`config.mk`:
```
export PLATFORM = sky130hd
export DESIGN_NAME = sipo_frame_rx
export DESIGN_NICKNAME = d
export VERILOG_FILES = /design/src/rtl/sipo_shift_core.sv /design/src/rtl/sipo_frame_rx.sv
export SDC_FILE = /design/constraint.sdc
export NUM_CORES = 1
export LEC_CHECK = 0
export BUFFER_PORTS_ARGS = -buffer_cell sky130_fd_sc_hd__buf_2
export CAP_MARGIN = 20
export CORE_MARGIN = 5
export CORE_UTILIZATION = 24
export DETAILED_ROUTE_END_ITERATION = 10
export GPL_TIMING_DRIVEN = 0
export SYNTH_ARGS = -nofsm -noshare
export SYNTH_HDL_FRONTEND = slang
export SYNTH_SLANG_ARGS = --single-unit
```
`constraint.sdc`:
```
create_clock -name clk -period 4.7 [get_ports clk]
set_clock_uncertainty 0.15 [all_clocks]
set_input_delay 0.47 -clock clk [delete_from_list [all_inputs] [get_ports clk]]
set_output_delay 0.47 -clock clk [all_outputs]
set_load 0.01 [all_outputs]
```
`src/rtl/sipo_shift_core.sv`:
```
// rtl/sipo_shift_core.sv - frame shift register with selectable bit order
// The first bit received ends up at the MSB or LSB once the frame is full.
module sipo_shift_core #(
  parameter int WIDTH     = 4,
  parameter bit MSB_FIRST = 1'b1
) (
  input  logic             clk,
  input  logic             rst_n,
  input  logic             clr,
  input  logic             en,
  input  logic             din,
  output logic [WIDTH-1:0] q
);

  always_ff @(posedge clk or negedge rst_n) begin
    if (!rst_n) begin
      q <= '0;
    end else if (clr) begin
      q <= '0;
    end else if (en) begin
      q <= MSB_FIRST ? {q[WIDTH-2:0], din} : {din, q[WIDTH-1:1]};
    end
  end

endmodule

```
`src/rtl/sipo_frame_rx.sv`:
```
// rtl/sipo_frame_rx.sv - serial-to-parallel frame receiver with valid/ready output
// A frame is WIDTH accepted bits; completed words queue one deep and overflow flags overrun.
module sipo_frame_rx #(
  parameter int WIDTH     = 4,
  parameter bit MSB_FIRST = 1'b1
) (
  input  logic                     clk,
  input  logic                     rst_n,
  input  logic                     clr,
  input  logic                     din,
  input  logic                     din_valid,
  output logic [WIDTH-1:0]         pout,
  output logic                     pout_valid,
  input  logic                     pout_ready,
  output logic [$clog2(WIDTH)-1:0] bit_cnt,
  output logic                     overrun
);

  localparam int CNT_W = $clog2(WIDTH);
  localparam logic [CNT_W-1:0] LAST = CNT_W'(WIDTH - 1);

  logic [WIDTH-1:0] shreg;
  logic [WIDTH-1:0] next_word;
  logic             fc;

  sipo_shift_core #(
    .WIDTH     (WIDTH),
    .MSB_FIRST (MSB_FIRST)
  ) u_core (
    .clk   (clk),
    .rst_n (rst_n),
    .clr   (clr),
    .en    (din_valid),
    .din   (din),
    .q     (shreg)
  );

  // The final bit is not in shreg yet at the completing edge, so merge it here.
  assign next_word = MSB_FIRST ? {shreg[WIDTH-2:0], din} : {din, shreg[WIDTH-1:1]};
  assign fc        = din_valid && (bit_cnt == LAST);

  always_ff @(posedge clk or negedge rst_n) begin
    if (!rst_n) begin
      bit_cnt    <= '0;
      pout       <= '0;
      pout_valid <= 1'b0;
      overrun    <= 1'b0;
    end else if (clr) begin
      bit_cnt    <= '0;
      pout_valid <= 1'b0;
      overrun    <= 1'b0;
    end else begin
      overrun <= 1'b0;
      if (din_valid) begin
        bit_cnt <= (bit_cnt == LAST) ? '0 : bit_cnt + 1'b1;
      end
      if (fc) begin
        if (!pout_valid || pout_ready) begin
          pout       <= next_word;
          pout_valid <= 1'b1;
        end else begin
          overrun <= 1'b1;
        end
      end else if (pout_valid && pout_ready) begin
        pout_valid <= 1'b0;
      end
    end
  end

endmodule
```
Word-level counts from Yosys, hierarchy flattened
Cells that the tools add are included.
{"block": "totals", "reg_bits": 11, "latch_bits": 0, "ramBits": 0, "romBits": 0, "in_bits": 6, "word_cells": 29, "memories": 0}
{"block": "op_classes", "n_addsub": 1, "n_mul": 0, "div": 0, "n_lt_le_gt_ge": 0, "eq_ne": 2, "shift": 0, "n_mux": 12, "n_bitwise": 1, "n_reduce_logical": 8}
{"op": "two-way mux 1 bit", "count": 7}
{"op": "two-way mux 2 bit", "count": 3}
{"op": "two-way mux 3 bit", "count": 2}
{"op": "!= test 3 x 2 -> 1 bit, second input constant", "count": 1}
{"op": "AND reduction 3 bit", "count": 1}
{"op": "nonzero test 3 bit", "count": 1}
{"op": "adder 2 x 1 -> 2 bit, second input constant", "count": 1}
{"op": "equality test 2 bit, second input constant", "count": 1}
{"op": "logical AND 1 bit", "count": 2}
{"op": "AND reduction 2 bit", "count": 1}
{"op": "nonzero test 2 bit", "count": 1}
{"op": "logical NOT 1 bit", "count": 1}
{"op": "logical OR 1 bit", "count": 1}
{"op": "NOT 1 bit", "count": 1}

Depth between registers and ports, before layout
{"block": "depth", "depth_word": 5, "depth_mapped": 4, "depth_no_buf": 4}

Cells and area by module
Synthesis repeated with hierarchy kept, for this count alone.
{"block": "unflattened", "cells_unflattened": 35, "area_unflattened_um2": 485.5}
{"mod": "sipo_frame_rx", "instances": 1, "cells_per_inst": 22, "area_per_inst_um2": 325.3, "seq_area_each_um2": 200.2}
{"mod": "sipo_shift_core", "instances": 1, "cells_per_inst": 13, "area_per_inst_um2": 160.2, "seq_area_each_um2": 100.1}

Worst setup path after synthesis
No wires, ideal clock.
{"block": "synth_timing", "kind": "register to register", "startpoint": "reg bit_cnt[0]", "endpoint": "reg pout[0]", "arrival_ns": 1.282, "setup_slack_ns": 3.143, "stages_incl_launch_ff": 5, "n_path_buf": 0, "cell_sequence": "dfrtp_1 -> ha_1 -> nand2_4 -> nor3b_4 -> mux2_2"}
{"block": "synth_via", "elab_chain_cells": 3}
{"item": "start: declaration", "line_no": "sipo_frame_rx.sv:15", "source": "output logic [$clog2(WIDTH)-1:0] bit_cnt,"}
{"item": "start signal: assignment", "line_no": "sipo_frame_rx.sv:55", "source": "bit_cnt <= (bit_cnt == LAST) ? '0 : bit_cnt + 1'b1;"}
{"item": "equality test 2 bit", "line_no": "sipo_frame_rx.sv:40", "source": "assign fc = din_valid && (bit_cnt == LAST);"}
{"item": "logical AND 1 bit", "line_no": "sipo_frame_rx.sv:40"}
{"item": "AND reduction 3 bit (no source line)"}
{"item": "end signal: assignment", "line_no": "sipo_frame_rx.sv:59", "source": "pout <= next_word;"}
{"item": "end: declaration", "line_no": "sipo_frame_rx.sv:12", "source": "output logic [WIDTH-1:0] pout,"}
No other way between the ends.
A chain may end at the register's enable or synchronous reset.

Worst setup path in the final report
{"block": "layout_timing", "startpoint": "reg bit_cnt[0]", "endpoint": "reg pout[1]"}
Same word-level chain as after synthesis.

==> flow_summary.json <==
{
  "arrival_ps": 1630,
  "syn_area_um2": 470,
  "overflow": 0,
  "max_freq_mhz": 616,
  "path_max_fanout": 4,
  "grt_use_total_pct": 8.00,
  "switching_share_pct": 23.8,
  "period_minus_slack_ps": 1620,
  "ff_latch_area_um2": 275,
  "p_sw_uw": 44.4,
  "multi_input_area_um2": 175,
  "grt_pass1_wl_um": 1500,
  "reg2reg_depth": 4,
  "min_path_cells": 2,
  "leakagePower_uw": 0.000321,
  "dp_hpwl_um": 616,
  "p_clk_share_pct": 34.4,
  "combPwrFrac_pct": 11.1,
  "clockBufferDepth": 2,
  "ys_top_cells_by_area": "dfrtp_1, mux2_2, mux2i_1, nor2_1, nor3b_4",
  "synth_nets": 42,
  "report.final.slew_viol_count": 0,
  "yosysWarnings": 0,
  "htreeDepth": 1,
  "outcome": "finished clean",
  "fin_nets": 59,
  "synth.distinct_cells": 14,
  "dieHeight_um": 54.3,
  "route.detailed.drc": 0,
  "synth_top_area_cell": "dfrtp_1",
  "worstSetupPathType": "flop to flop",
  "seq_area_frac_synth_pct": 58.5,
  "fin_cells": 78,
  "hold_viol": 0,
  "setup_viol": 0,
  "clkLatencyLatePin_ps": 270,
  "synth_top_area_share_pct": 58.5,
  "critPathLaunch": "bit_cnt[0]",
  "cts-root-buf": "clkbuf_4",
  "area_growth_pct": 26.6,
  "initial_core_util_pct": 24.5,
  "layout_setup_ws_ps": 3080,
  "rows": 16,
  "dp_slack_ps": 3060,
  "cts_setup_buffers": 0,
  "routed_wirelength_um": 858,
  "fin_crit_sh_pct": 34.5,
  "post_drt_wl_per_cell_um": 11.0,
  "fin_setup_tns_ps": 0,
  "synth-seq-cells": 11,
  "numCtsBuffers": 3,
  "drt_iter0_markers": 2,
  "placedCellCount": 73,
  "antenna_found_initial": 0,
  "dr.pass1.iters": 2,
  "p_seq_share_pct": 54.5,
  "core_um2": 1920,
  "vias": 301,
  "end_kind": "flop",
  "clk_pin_slew_ps": 70,
  "p_int_uw": 142,
  "avgSynthCellArea_um2": 13.4,
  "dieWidth_um": 54.3,
  "maxSlewHeadroom_pct": 81.8,
  "fillers": 208,
  "syn_inst": 35,
  "grt_pass1_vias": 300,
  "layout-drive-gt1-share_pct": 43.1,
  "drtAntennaViolNets": 0,
  "hold_class": "primary input to flop",
  "pin_count": 14,
  "cts_tree": "yes",
  "die_area_um2": 2950,
  "worst_pin_slew_ps": 272,
  "via_per_inst": 3.86,
  "cts.sinks": 11,
  "gp_congestion": 0.629,
  "numPortBuffers": 11,
  "vdd_drop_max_mv": 0.124,
  "cap_violations": 0,
  "diodes": 0,
  "grt_max_degree": 12,
  "rsz0062_at_grt": "no",
  "cp.required_ps": 4700,
  "p_per_area_nw_per_um2": 313,
  "hp-start": "din",
  "reg2reg_from": "bit_cnt[0]",
  "startpoint_type": "flop"
}
-- per-layer routing --
metal | global-route usage [%] | vias up | routed length (µm)
met5 | 0 | - | 0
met4 | 9.96 | 0 | 51
met3 | 2.72 | 4 | 59
met2 | 9.56 | 12 | 361
met1 | 9.78 | 138 | 385
li1 | - | 147 | -
-- sequential cells by signal (all words and copies together), names as in the netlist --
| name | flops |
|---|---|
| bit_cnt | 2 |
| pout | 4 |
| overrun | 1 |
| u_core.q | 3 |
| pout_valid | 1 |
-- cell usage after synthesis --
cell	n
inv_1	1
nor2_1	5
buf_6	1
nor3_1	1
mux2i_1	4
nand2_4	1
a21oi_1	2
nand2b_1	1
mux2_2	4
nor3b_1	1
nor3b_4	1
buf_2	1
ha_1	1
dfrtp_1	11
-- cells in the final DEF, fill, tap and decap left out --
cell,Yosys,final
a21oi_1,2,2
buf_2,1,12
buf_6,1,1
clkbuf_1,0,1
clkbuf_4,0,3
dfrtp_1,11,11
dlygate4sd3_1,0,1
ha_1,1,1
inv_1,1,1
mux2_2,4,4
mux2i_1,4,4
nand2_4,1,1
nand2b_1,1,1
nor2_1,5,5
nor3_1,1,1
nor3b_1,1,1
nor3b_4,1,1
-- kinds of logic after synthesis --
kind of cell | share of synthesized area (%)
compound gates | 2.13
flops | 58.5
mux | 18.1
buf+inv | 4.25
simple gates | 14.4
fa+ha+maj | 2.66
-- critical path: stages, from the launching register on --
cell,delay (ps)
dfrtp_1,390
ha_1,240
nand2_4,80
nor3b_4,280
mux2_2,370
-- stage by stage --
stage                     hold slack, ps  util [%]  area (µm²)  power, µW
after floorplan                     24.4         -         470        115
after global placement               204      29.1         559        123
after detailed placement             210      29.1         559        124
after CTS                            297      31.0         596        190
after global routing                 303      31.0         596        200
final                                308      31.0         596        186
-- power groups by stage --
stage               clock network (µW)  logic [µW]  registers (µW)
CTS                               67.6        21.2             102
detailed placement                   0        20.4             104
floorplan                            0        10.3             105
global placement                     0        19.9             103
global route                      74.2        23.5             102
finish                            64.0        20.7             102
-- final timing paths --
| path | endpoint | slack [ps] |
|---|---|---|
| worst max-delay path | pout[1] | 3080 |
| worst min-delay path | pout[0] | 310 |
| worst max register to register | pout[1] | 3080 |
| worst min register to register | pout[3] | 350 |
| max in group asynchronous | u_core.q[2] | 3750 |
| min in group asynchronous | bit_cnt[1] | 450 |
-- what timing repair did --
| item | 4_1_cts | 5_1_grt |
|---|---|---|
| resized for setup | 0 | 0 |
| hold buffers | 1 | 0 |
| hold endpoints to repair | 11 | 0 |
| setup endpoints to repair | 0 | 0 |
-- cell type report --
class | count | area share [%]
plain buffers | 2 | 2.73
inverters | 1 | 0.630
repair buffers | 12 | 10.9
multi-input cells | 21 | 29.4
flip-flops and latches | 11 | 46.2
clock buffers | 4 | 4.41
well taps | 27 | 5.67
Note: power is estimated with default switching activity, not from simulation.
